<file path="src/rtl/sad_ex_unit_if.sv">
// sad_ex_unit_if: operand/control and result bundle between the ID/EX register and the SAD engine.
// Inputs to the engine: start, small_big, block_idx, valid_in, word_a, word_b, allow_find, clear_min.
// Outputs from the engine: busy, sad_valid, sad_out, min_sad, min_idx, min_updated.
interface sad_ex_unit_if #(
    parameter int ACC_W = 16,
    parameter int IDX_W = 16
);
    logic             start;
    logic             small_big;
    logic [IDX_W-1:0] block_idx;
    logic             valid_in;
    logic [31:0]      word_a;
    logic [31:0]      word_b;
    logic             allow_find;
    logic             clear_min;

    logic             busy;
    logic             sad_valid;
    logic [ACC_W-1:0] sad_out;
    logic [ACC_W-1:0] min_sad;
    logic [IDX_W-1:0] min_idx;
    logic             min_updated;

    // master: pipeline side that issues SAD work
    modport master (
        output start, small_big, block_idx, valid_in, word_a, word_b, allow_find, clear_min,
        input  busy, sad_valid, sad_out, min_sad, min_idx, min_updated
    );

    // slave: the SAD engine itself
    modport slave (
        input  start, small_big, block_idx, valid_in, word_a, word_b, allow_find, clear_min,
        output busy, sad_valid, sad_out, min_sad, min_idx, min_updated
    );
endinterface

</file>
<file path="src/rtl/sad_ex_unit.sv">
// sad_ex_unit: EX-stage sum-of-absolute-differences engine for 4x4 / 16x16 blocks with running-minimum tracking.
// Ports: clk, rst (async active-high), sadIf (slave modport of sad_ex_unit_if) carrying control, pixel words and results.
// Latency: sad_valid one cycle after the last accepted word; busy high in ACCUM and DONE to stall the front end.
module sad_ex_unit #(
    parameter int ACC_W = 16,
    parameter int IDX_W = 16
) (
    input  logic          clk,
    input  logic          rst,
    sad_ex_unit_if.slave  sadIf
);

    typedef enum logic [1:0] {
        IDLE  = 2'd0,
        ACCUM = 2'd1,
        DONE  = 2'd2
    } state_t;

    state_t           state;
    state_t           nextState;

    logic [ACC_W-1:0] acc;
    logic [6:0]       count;      // 7 bits so a count of 64 is representable
    logic             bigLat;
    logic             findLat;
    logic [IDX_W-1:0] idxLat;

    logic             sadValid;
    logic [ACC_W-1:0] sadOut;
    logic [ACC_W-1:0] minSad;
    logic [IDX_W-1:0] minIdx;
    logic             minUpdated;

    logic [ACC_W-1:0] wordSad;
    logic [6:0]       countInc;
    logic [6:0]       blockLen;
    logic             acceptWord;
    logic             lastWord;
    logic             startAccept;
    logic             minHit;

    function automatic logic [7:0] absDiff(input logic [7:0] x, input logic [7:0] y);
        return (x > y) ? (x - y) : (y - x);
    endfunction

    // Byte-wise SAD of one word pair; each lane magnitude is zero-extended before summing.
    always_comb begin
        wordSad = '0;
        for (int lane = 0; lane < 4; lane++) begin
            wordSad = wordSad + ACC_W'(absDiff(sadIf.word_a[lane*8 +: 8], sadIf.word_b[lane*8 +: 8]));
        end
    end

    assign countInc    = count + 7'd1;
    assign blockLen    = bigLat ? 7'd64 : 7'd4;
    assign startAccept = (state == IDLE) && sadIf.start;
    assign acceptWord  = (state == ACCUM) && sadIf.valid_in;
    assign lastWord    = acceptWord && (countInc == blockLen);
    // sadOut already holds the final sum while in DONE, so the compare uses it directly.
    assign minHit      = (state == DONE) && findLat && (sadOut < minSad);

    always_ff @(posedge clk or posedge rst) begin
        if (rst) begin
            state <= IDLE;
        end else begin
            state <= nextState;
        end
    end

    always_comb begin
        nextState = state;
        case (state)
            IDLE:    if (sadIf.start) nextState = ACCUM;
            ACCUM:   if (lastWord) nextState = DONE;
            DONE:    nextState = IDLE;
            default: nextState = IDLE;
        endcase
    end

    // Block accumulation; valid_in is only honoured in ACCUM, start only in IDLE.
    always_ff @(posedge clk or posedge rst) begin
        if (rst) begin
            acc      <= '0;
            count    <= '0;
            bigLat   <= 1'b0;
            findLat  <= 1'b0;
            idxLat   <= '0;
            sadValid <= 1'b0;
            sadOut   <= '0;
        end else begin
            sadValid <= 1'b0;
            if (startAccept) begin
                bigLat  <= sadIf.small_big;
                findLat <= sadIf.allow_find;
                idxLat  <= sadIf.block_idx;
                acc     <= '0;
                count   <= '0;
            end else if (acceptWord) begin
                acc   <= acc + wordSad;
                count <= countInc;
                if (lastWord) begin
                    sadValid <= 1'b1;
                    sadOut   <= acc + wordSad;
                end
            end
        end
    end

    // Minimum tracker; clear_min takes priority over a same-cycle update.
    always_ff @(posedge clk or posedge rst) begin
        if (rst) begin
            minSad     <= '1;
            minIdx     <= '0;
            minUpdated <= 1'b0;
        end else if (sadIf.clear_min) begin
            minSad     <= '1;
            minIdx     <= '0;
            minUpdated <= 1'b0;
        end else if (minHit) begin
            minSad     <= sadOut;
            minIdx     <= idxLat;
            minUpdated <= 1'b1;
        end else begin
            minUpdated <= 1'b0;
        end
    end

    assign sadIf.busy        = (state != IDLE);
    assign sadIf.sad_valid   = sadValid;
    assign sadIf.sad_out     = sadOut;
    assign sadIf.min_sad     = minSad;
    assign sadIf.min_idx     = minIdx;
    assign sadIf.min_updated = minUpdated;

endmodule

</file>
<file path="src/flat_wrapper.sv">
// flat-port wrapper written by rule: the top's interface ports become plain ports
module sad_ex_unit_flat 
#(
    parameter int ACC_W = 16,
    parameter int IDX_W = 16
)
  (clk, rst, sadIf_start, sadIf_small_big, sadIf_block_idx, sadIf_valid_in, sadIf_word_a, sadIf_word_b, sadIf_allow_find, sadIf_clear_min, sadIf_busy, sadIf_sad_valid, sadIf_sad_out, sadIf_min_sad, sadIf_min_idx, sadIf_min_updated);
  sad_ex_unit_if #(.ACC_W(ACC_W), .IDX_W(IDX_W)) sadIf_i ();
  input  logic clk;
  input  logic rst;
  input wire logic [$bits(sadIf_i.start)-1:0] sadIf_start;
  input wire logic [$bits(sadIf_i.small_big)-1:0] sadIf_small_big;
  input wire logic [$bits(sadIf_i.block_idx)-1:0] sadIf_block_idx;
  input wire logic [$bits(sadIf_i.valid_in)-1:0] sadIf_valid_in;
  input wire logic [$bits(sadIf_i.word_a)-1:0] sadIf_word_a;
  input wire logic [$bits(sadIf_i.word_b)-1:0] sadIf_word_b;
  input wire logic [$bits(sadIf_i.allow_find)-1:0] sadIf_allow_find;
  input wire logic [$bits(sadIf_i.clear_min)-1:0] sadIf_clear_min;
  output wire logic [$bits(sadIf_i.busy)-1:0] sadIf_busy;
  output wire logic [$bits(sadIf_i.sad_valid)-1:0] sadIf_sad_valid;
  output wire logic [$bits(sadIf_i.sad_out)-1:0] sadIf_sad_out;
  output wire logic [$bits(sadIf_i.min_sad)-1:0] sadIf_min_sad;
  output wire logic [$bits(sadIf_i.min_idx)-1:0] sadIf_min_idx;
  output wire logic [$bits(sadIf_i.min_updated)-1:0] sadIf_min_updated;
  assign sadIf_i.start = sadIf_start;
  assign sadIf_i.small_big = sadIf_small_big;
  assign sadIf_i.block_idx = sadIf_block_idx;
  assign sadIf_i.valid_in = sadIf_valid_in;
  assign sadIf_i.word_a = sadIf_word_a;
  assign sadIf_i.word_b = sadIf_word_b;
  assign sadIf_i.allow_find = sadIf_allow_find;
  assign sadIf_i.clear_min = sadIf_clear_min;
  assign sadIf_busy = sadIf_i.busy;
  assign sadIf_sad_valid = sadIf_i.sad_valid;
  assign sadIf_sad_out = sadIf_i.sad_out;
  assign sadIf_min_sad = sadIf_i.min_sad;
  assign sadIf_min_idx = sadIf_i.min_idx;
  assign sadIf_min_updated = sadIf_i.min_updated;
  sad_ex_unit #(.ACC_W(ACC_W), .IDX_W(IDX_W)) u_core (.clk(clk), .rst(rst), .sadIf(sadIf_i));
endmodule
</file>
<file path="config.mk">
export PLATFORM = sky130hd
export DESIGN_NAME = sad_ex_unit_flat
export DESIGN_NICKNAME = d
export VERILOG_FILES = /design/src/rtl/sad_ex_unit_if.sv /design/src/rtl/sad_ex_unit.sv /design/src/flat_wrapper.sv
export SDC_FILE = /design/constraint.sdc
export NUM_CORES = 1
export LEC_CHECK = 0
export ABC_AREA = 1
export CAP_MARGIN = 20
export CORE_UTILIZATION = 55
export DETAILED_ROUTE_END_ITERATION = 6
export GPL_ROUTABILITY_DRIVEN = 1
export GPL_TIMING_DRIVEN = 0
export HOLD_SLACK_MARGIN = 0.06
export PLACE_DENSITY = 0.81
export SYNTH_ARGS = -nofsm -noshare
export SYNTH_HDL_FRONTEND = slang
export SYNTH_SLANG_ARGS = --single-unit
</file>
<file path="constraint.sdc">
create_clock -name clk -period 3.64 [get_ports clk]
set_input_delay 0.728 -clock clk [delete_from_list [all_inputs] [get_ports clk]]
set_output_delay 0.728 -clock clk [all_outputs]
set_load 0.02 [all_outputs]
</file>
### Yosys cells after proc, flatten, opt, wreduce, memory -nomap -nowiden

Index checks and enable logic that the tools add are counted.

| storage, ports and cells | value |
|---|---|
| RAM bits | 0 |
| input bits | 87 |
| output and inout port bits | 51 |
| memories kept | 0 |
| memory bits (read-only) | 0 |
| word-level logic and storage cells | 67 |
| latch bits | 0 |
| register bits after elaboration | 93 |

| operators by class | value |
|---|---|
| equality and inequality tests | 5 |
| div/mod/pow operators | 0 |
| reduce and logical (&&, ||, !) cells | 11 |
| order comparisons | 5 |
| muxes and demuxes | 21 |
| shifts and indexed selects | 0 |
| add/subtract/negate cells | 13 |
| bitwise operators | 1 |
| $mul | 0 |

Operators by type and width:

| kind | count |
|---|---|
| 16-bit two-way mux | 6 |
| 8-bit subtractor | 8 |
| 16-bit by 8-bit adder with 16-bit output | 2 |
| 8-bit greater-than comparator | 4 |
| 8-bit two-way mux | 4 |
| 7-bit two-way mux | 3 |
| 16-bit adder | 1 |
| 16-bit less-than comparator | 1 |
| 8-bit by 8-bit adder with 9-bit output | 1 |
| 7-bit by 1-bit adder with 7-bit output (second input constant) | 1 |
| 7-bit equality test | 1 |
| 2-bit nonzero test | 3 |
| 1-bit logical AND | 5 |
| 1-bit two-way mux | 5 |
| 2-bit two-way mux | 2 |
| 2-bit one-hot mux with 2 select lines | 1 |
| 3-bit AND reduction | 1 |
| 2-bit by 1-bit equality test with 1-bit output (second input constant) | 1 |
| 2-bit equality test (second input constant) | 1 |
| 2-bit logical NOT | 1 |
| 2-bit by 1-bit inequality test with 1-bit output (second input constant) | 1 |
| 2-bit inequality test (second input constant) | 1 |
| 2-bit AND reduction | 1 |
| 1-bit NOT | 1 |

### Logic depth before layout (Yosys ltp)

| logic depth | value |
|---|---|
| depth in word-level cells | 8 |
| depth in mapped cells | 33 |

### Worst setup path before layout

No wires, ideal clock.

| timing path | value |
|---|---|
| path type | in2reg |
| start point | input port sadIf_word_a[8] |
| end point | register u_core.sadOut[9], in the netlist u_core.sadIf.sad_out[9] |
| slack | -1.593 ns |
| buffers on the path | 0 |
| data arrival time | 5.120 ns |
| stages | 30 |
| data required time | 3.527 ns |
| cell sequence | inv_1 ha_1 inv_1 fa_1 a21o_1 nand2_1 nand2_1 nand2_2 inv_1 nand2_1 nand2_1 fa_1 nand3_1 nand2_1 a21oi_1 nor2_1 nor2_1 xor2_1 fa_1 fa_1 inv_1 ha_1 a21oi_1 o21ai_0 inv_1 nand2_1 xnor2_1 nand2_1 nand2_1 inv_1 |

| between the ends | value |
|---|---|
| longest elaborated chain between the ends | 6 |

Ends and longest elaborated chain:

| element | line | RTL |
|---|---|---|
| start: declaration | flat_wrapper.sv:15 | `input wire logic [$bits(sadIf_i.word_a)-1:0] sadIf_word_a;` |
| 8-bit subtractor or 8-bit greater-than comparator (tied branches) | sad_ex_unit.sv:43 | `return (x > y) ? (x - y) : (y - x);` |
| 8-bit two-way mux * | sad_ex_unit.sv:43 |  |
| 8-bit by 8-bit adder with 9-bit output * | sad_ex_unit.sv:50 | `wordSad = wordSad + ACC_W'(absDiff(sadIf.word_a[lane*8 +: 8], sadIf.word_b[lane*8 +: 8]));` |
| 16-bit by 8-bit adder with 16-bit output * (2 in series) | sad_ex_unit.sv:50 |  |
| 16-bit adder * | sad_ex_unit.sv:103 | `sadOut <= acc + wordSad;` |
| end signal: assignment | sad_ex_unit.sv:103 |  |
| end: declaration | sad_ex_unit.sv:29 | `logic [ACC_W-1:0] sadOut;` |

Every way passes the cells marked *; elsewhere a longest branch is shown, timed or not.
A chain may end at the register's enable or synchronous reset.

### Worst setup path in the final report

| timing path | value |
|---|---|
| start point | input port sadIf_word_b[4] |
| end point | register u_core.acc[8] |

| between the ends | value |
|---|---|
| longest elaborated chain between the ends | 8 |

Ends and longest elaborated chain:

| element | line | RTL |
|---|---|---|
| start: declaration | flat_wrapper.sv:16 | `input wire logic [$bits(sadIf_i.word_b)-1:0] sadIf_word_b;` |
| 8-bit subtractor or 8-bit greater-than comparator (tied branches) | sad_ex_unit.sv:43 |  |
| 8-bit two-way mux * | sad_ex_unit.sv:43 |  |
| 8-bit by 8-bit adder with 9-bit output * | sad_ex_unit.sv:50 |  |
| 16-bit by 8-bit adder with 16-bit output * (2 in series) | sad_ex_unit.sv:50 |  |
| 16-bit adder * | sad_ex_unit.sv:99 | `acc <= acc + wordSad;` |
| 16-bit two-way mux * | sad_ex_unit.sv:98 | `end else if (acceptWord) begin` |
| 16-bit two-way mux * | sad_ex_unit.sv:92 | `if (startAccept) begin` |
| end signal: assignment | sad_ex_unit.sv:99 |  |
| end: declaration | sad_ex_unit.sv:22 | `logic [ACC_W-1:0] acc;` |

Every way passes the cells marked *; elsewhere a longest branch is shown, timed or not. The select of a mux whose other input is x is not followed.

==> flow_summary.json <==
{
  "hold_violations": 0,
  "fin_crit_sh": 1.41,
  "drc_errors": 0,
  "routabilityCongestion": 0.926,
  "hold_path_class": "reg -> reg",
  "grt_pass1_wl_um": 39200,
  "core_area_um2": 15400,
  "setup_viol": 30,
  "die_width_um": 128,
  "rsz0062_at_grt": "true",
  "synth_top_area_cell": "dfrtp_1",
  "ys_seq_area_frac": 0.268,
  "outcome": "finished with violations",
  "synth_fp_nets": 1401,
  "final_layout_size_suffix_gt1_frac": 0.275,
  "wl_per_cell_um": 15.4,
  "cts_made_buffers": 9,
  "clk_latency_ns": 0.34,
  "crit_path_max_incr_delay_ns": 0.54,
  "antennaDiodeCount": 0,
  "relSlewSlack": 0.595,
  "clock_sinks": 93,
  "grt_max_degree": 61,
  "fmax_mhz": 195,
  "min_period_ns": 5.13,
  "worst_setup_path_end_kind": "flop",
  "dp_hpwl_um": 16800,
  "worstSetupPathType": "in -> reg",
  "ys_ff_latch": 93,
  "multi_input_area_um2": 6470,
  "place_inst": 1539,
  "netlist_top_cells_area": "dfrtp_1 (22%), nand2_1 (14%), ha_1 (14%)",
  "design_area_um2": 12300,
  "start_kind": "input pin",
  "drt-total-wl_um": 25000,
  "crit_slowest_cell": "fa_1",
  "stdcell_count": 1629,
  "cts-root-buf": "clkbuf_16",
  "gr-usage-all-layers": 0.297,
  "die_area_um2": 16400,
  "netlist_instances": 1190,
  "drv_slew": 0,
  "nFillCells": 1021,
  "vias": 8781,
  "cpMostUsedCell": "inv_2",
  "synth_area_um2": 8750,
  "setup_slack_ns": -1.49,
  "cts_tree": "yes",
  "finClkSkew_ns": 0.00768,
  "post-synth-top-area-fraction": 0.220,
  "crit_fanout": 4,
  "ant_nets": 0,
  "htreeDepth": 3,
  "initial_core_util": 0.569,
  "ctsHoldBuffers": 0,
  "row_count": 45,
  "crit_required_ns": 3.87,
  "ys_warn_count": 0,
  "antenna_found_initial": 0,
  "area_growth_pct": 40.1,
  "place_area_um2": 10700,
  "arrival_ns": 5.36,
  "ys_types": 38,
  "synth_flop_cell": "dfrtp_1",
  "syn-mean-instance-area_um2": 7.35,
  "die_y_um": 128,
  "fin_nets": 1625,
  "drt_iter0_drc": 483,
  "synth_edf_count": 0,
  "port_buffers": 137,
  "violations": "setup timing",
  "tightest_slew_ns": 0.608,
  "viasPerCell": 5.39,
  "clkSlewWorstSetupHoldPaths_ns": 0.07,
  "overflow": 0,
  "cts_max_path_buffers": 2,
  "final-seq-area_um2": 2350,
  "max_cap_viol_count": 0,
  "grt_pass1_vias": 8605,
  "drt_first_pass_iters": 5,
  "synthArstFlopShare": 1.00,
  "ioPinCount": 138
}
path summary, 6_finish.rpt:
check | slack (ns) | from | depth (start not counted) | end
max | -1.49 | sadIf_word_b[4] | 29 | u_core.acc[8]
min | 0.49 | u_core.acc[10] | 2 | u_core.acc[10]
max reg2reg | 1.26 | u_core.acc[8] | 12 | u_core.acc[15]
min reg2reg | 0.49 | u_core.acc[10] | 2 | u_core.acc[10]
max in group asynchronous | 2.19 | rst | 3 | u_core.sadIf.min_sad[10]
min in group asynchronous | 0.76 | rst | 2 | u_core.acc[6]
cells by family after synthesis:
logic type / share of synthesized area
compound gates: 0.0967
xor+xnor: 0.0570
fa+ha+maj: 0.199
buf+inv: 0.106
flops: 0.268
mux: 0.0219
simple gates: 0.252
state kept, by name, indices dropped and copies added, names as in the netlist:
register	count
u_core.idxLat	16
u_core.count	7
u_core.sadIf.sad_valid	1
u_core.sadIf.sad_out	16
u_core.bigLat	1
u_core.acc	16
u_core.state	2
u_core.sadIf.min_sad	16
u_core.findLat	1
u_core.sadIf.min_idx	16
u_core.sadIf.min_updated	1
Yosys cell counts (all sizes together), types with 17 or more instances:
master,count
xor2,44
nand3,71
nand4,32
o21ai,50
ha,99
nor2,52
a21oi,67
fa,25
mux2,17
nand2,341
dfrtp,77
inv,209
what timing repair did:
item,in CTS,in global routing
cloned,2,0
setup buffers,54,23
endpoints found under the hold margin,0,0
pin swaps,78,82
resized for setup,217,103
setup endpoints to repair,30,30
metrics by stage:
step / worst slack [ns] / setup TNS, ns / utilization / hold WS (ns)
after floorplan: -1.25 / -31.57 / - / 0.455
after global placement: -2.33 / -126.74 / 0.694 / 0.477
after detailed placement: -2.37 / -61.80 / 0.696 / 0.484
after CTS: -1.20 / -29.49 / 0.776 / 0.497
after global routing: -1.67 / -42.15 / 0.798 / 0.506
final: -1.49 / -36.86 / 0.798 / 0.489
layout by cell type (no fill, tap or decap), types with 26 or more instances in the layout:
cell type,Yosys,layout
inv_1,209,164
dfrtp_1,77,77
inv_2,0,37
nand2_1,334,286
nand3_1,69,58
a21oi_1,67,50
ha_4,0,26
ha_1,99,72
buf_4,0,69
nand4_1,32,32
nand2_2,5,39
xor2_1,44,38
nor2_1,47,36
clkdlybuf4s50_1,0,105
critical path, delay by kind of cell:
kind / cells / cell delay [ns]
simple gates: 9 / 0.99
compound gates: 4 / 0.42
fa+ha+maj: 5 / 1.84
buf+inv: 8 / 0.79
xor+xnor: 3 / 0.58
final cells by class:
type                    instances  share of cell area
well taps                     211              0.0215
clock inverters                 6             0.00786
inverters                     210              0.0667
flip-flops and latches         93               0.191
plain buffers                  24              0.0101
multi-input cells             861               0.528
clock buffers                   9              0.0184
repair buffers                215               0.156
per-layer routing:
layer	share of wire	global-route usage	vias up	wire, um
met2	0.52	0.542	317	12900
li1	-	-	4228	-
met1	0.40	0.356	4159	10100
met4	0.037	0.117	0	918
met3	0.044	0.0317	77	1110
met5	0	0	-	0
Power is not shown: default switching activity piles up to over one toggle a cycle in this logic, so the estimate is an artifact.
==> RTL edit: new RTL, same flow settings <==
`IDX_W` is set to 16 in 3 places; all go to 14.
--- a/src/rtl/sad_ex_unit_if.sv
+++ b/src/rtl/sad_ex_unit_if.sv
@@ -5,3 +5,3 @@
     parameter int ACC_W = 16,
-    parameter int IDX_W = 16
+    parameter int IDX_W = 14
 );
--- a/src/rtl/sad_ex_unit.sv
+++ b/src/rtl/sad_ex_unit.sv
@@ -5,3 +5,3 @@
     parameter int ACC_W = 16,
-    parameter int IDX_W = 16
+    parameter int IDX_W = 14
 ) (
--- a/src/flat_wrapper.sv
+++ b/src/flat_wrapper.sv
@@ -4,3 +4,3 @@
     parameter int ACC_W = 16,
-    parameter int IDX_W = 16
+    parameter int IDX_W = 14
 )
Interface: changed (resized sadIf_block_idx and sadIf_min_idx); port bits go from 138 to 134. The function was not compared with the original's and may differ.
==> RTL edit against the original RTL <==
  * The run still ends with negative setup slack left
  * Maximum frequency increased by 1.6%
  * Setup slack improved by 0.083 ns
  * Global-route usage decreased by 1.3 points
  * Wire length decreased by 3.3%
  * Sequential cell count decreased by 4
  * Area after synthesis decreased by 1.7%
  * Cell area decreased by 2.8%
  * Critical endpoint is now u_core.sadIf.sad_out[8]
Power is left out: the tool's default activity adds up to more than one toggle a clock period on the data nets, which glitch-free logic cannot reach.
==> RTL edit: results (changes against the original RTL) <==
outcome -> complete, but fails checks
failing checks -> negative setup slack
sequential area share after synthesis -> 26.1% (-0.70 points)
CP Max Fanout -> 5 (+1)
CP peak stage delay -> 0.51 ns (-0.03 ns)
worst hold endpoint -> u_core.sadIf.min_sad[7]
total track usage -> 28.4% (-1.3 points)
gpl congestion -> 0.934 (+0.78%)
crit-path leading delay family -> adder cells
min-delay src -> u_core.sadIf.min_sad[7]
layout cell share with drive strength beyond 1 -> 25.9% (-1.6 points)
Worst Clk Skew -> 0.00898 ns (+0.00130 ns)
fillers -> 1015 (-0.59%)
global-route wire length before repair -> 37300 um (-5.0%)
crit path DAT -> 5.29 ns (-0.07 ns)
r2r endpoint -> u_core.sadIf.sad_out[7]
HPWL after DPL -> 16300 um (-2.9%)
final setup margin -> -1.40 ns (+0.0829 ns)
DR vias -> 8668 (-1.3%)
Initial DRC Count -> 479 (-0.83%)
grt met1 use -> 33.8% (-1.8 points)
Reg2Reg Depth -> 11 (-1)
synth cell count leaders -> nand2_1 (338), inv_1 (209), ha_1 (99)
# setup viols final -> 30 (unchanged)
vias in the first global route -> 8169 (-5.1%)
Synth Area in Compound Gates -> 9.73% (+0.067 points)
largest net degree at the start of global routing -> 72 (+18%)
r2r startpoint -> u_core.acc[1]
ranking of synthesized cells by area -> dfrtp_1 (21%), nand2_1 (15%), ha_1 (14%), inv_1 (9.1%), fa_1 (5.8%)
post-synthesis mux area share -> 1.96% (-0.22 points)
Port Buffers -> 133 (-2.9%)
Layout Nets -> 1596 (-1.8%)
post-place setup slack -> -2.31 ns (+0.0683 ns)
GRT met2 Usage -> 52.4% (-1.8 points)
Synth cell types -> 41 (+7.9%)
Routed Wire Length -> 24200 um (-3.3%)
Slew headroom -> 56.7% (-2.7 points)
==> RTL edit: cell count changes in the layout (fill, tap and decap cells not counted), moves of 5 or more <==
cell,delta
buf_4,-13
nand2_1,+13
nand2_4,-8
o21ai_0,+6
clkbuf_2,+5
==> RTL edit: worst max path at each step <==
stage,from,to,cells after the start
after detailed placement,sadIf_word_a[0],u_core.sadIf.sad_out[9],31
after global placement,sadIf_word_a[0],u_core.sadIf.sad_out[9],31
after CTS,sadIf_word_a[8],u_core.sadIf.sad_out[9],31
final,sadIf_word_a[8],u_core.sadIf.sad_out[8],33
after global routing,sadIf_word_a[0],u_core.sadIf.sad_out[9],31
after floorplan,sadIf_word_a[0],u_core.sadIf.sad_out[9],30
==> RTL edit: tightest hold or removal path, cell delays in order, from the launching register on <==
cell and delay [ns]:
dfstp_2 0.38, nand3_1 0.07, nand2_1 0.05
==> RTL edit: final cells by class <==
class	count	area share, %
multi-input combinational	856	53.3
sequential	89	18.9
timing repair buffer	198	14.9
inverter	210	6.93
tap	211	2.22
clock buffer	10	2.01
buffer	23	0.935
clock inverter	6	0.809
==> RTL edit: repair_timing <==
item,4_1_cts,5_1_grt
setup buffers,38,27
endpoints found under the setup margin,30,30
gates cloned,1,0
pin swaps,80,72
gates resized for setup,182,114
hold endpoints to repair,0,0
hold buffers,0,0
==> RTL edit: layer usage <==
layer / routed length [um] / part of all wire [%]
met5: 0 / 0
met1: 9770 / 40
met2: 12400 / 51
met3: 1110 / 4.6
met4: 893 / 3.7
==> RTL edit: per-stage QoR <==
step,hold slack [ns],instances,area [um^2],util (%)
after floorplan,0.455,1181,8840,-
after global placement,0.478,1525,10400,68.4
after detailed placement,0.486,1526,10500,68.6
after CTS,0.498,1577,11500,75.6
after global routing,0.510,1603,11900,78.1
final,0.498,1603,11900,78.1
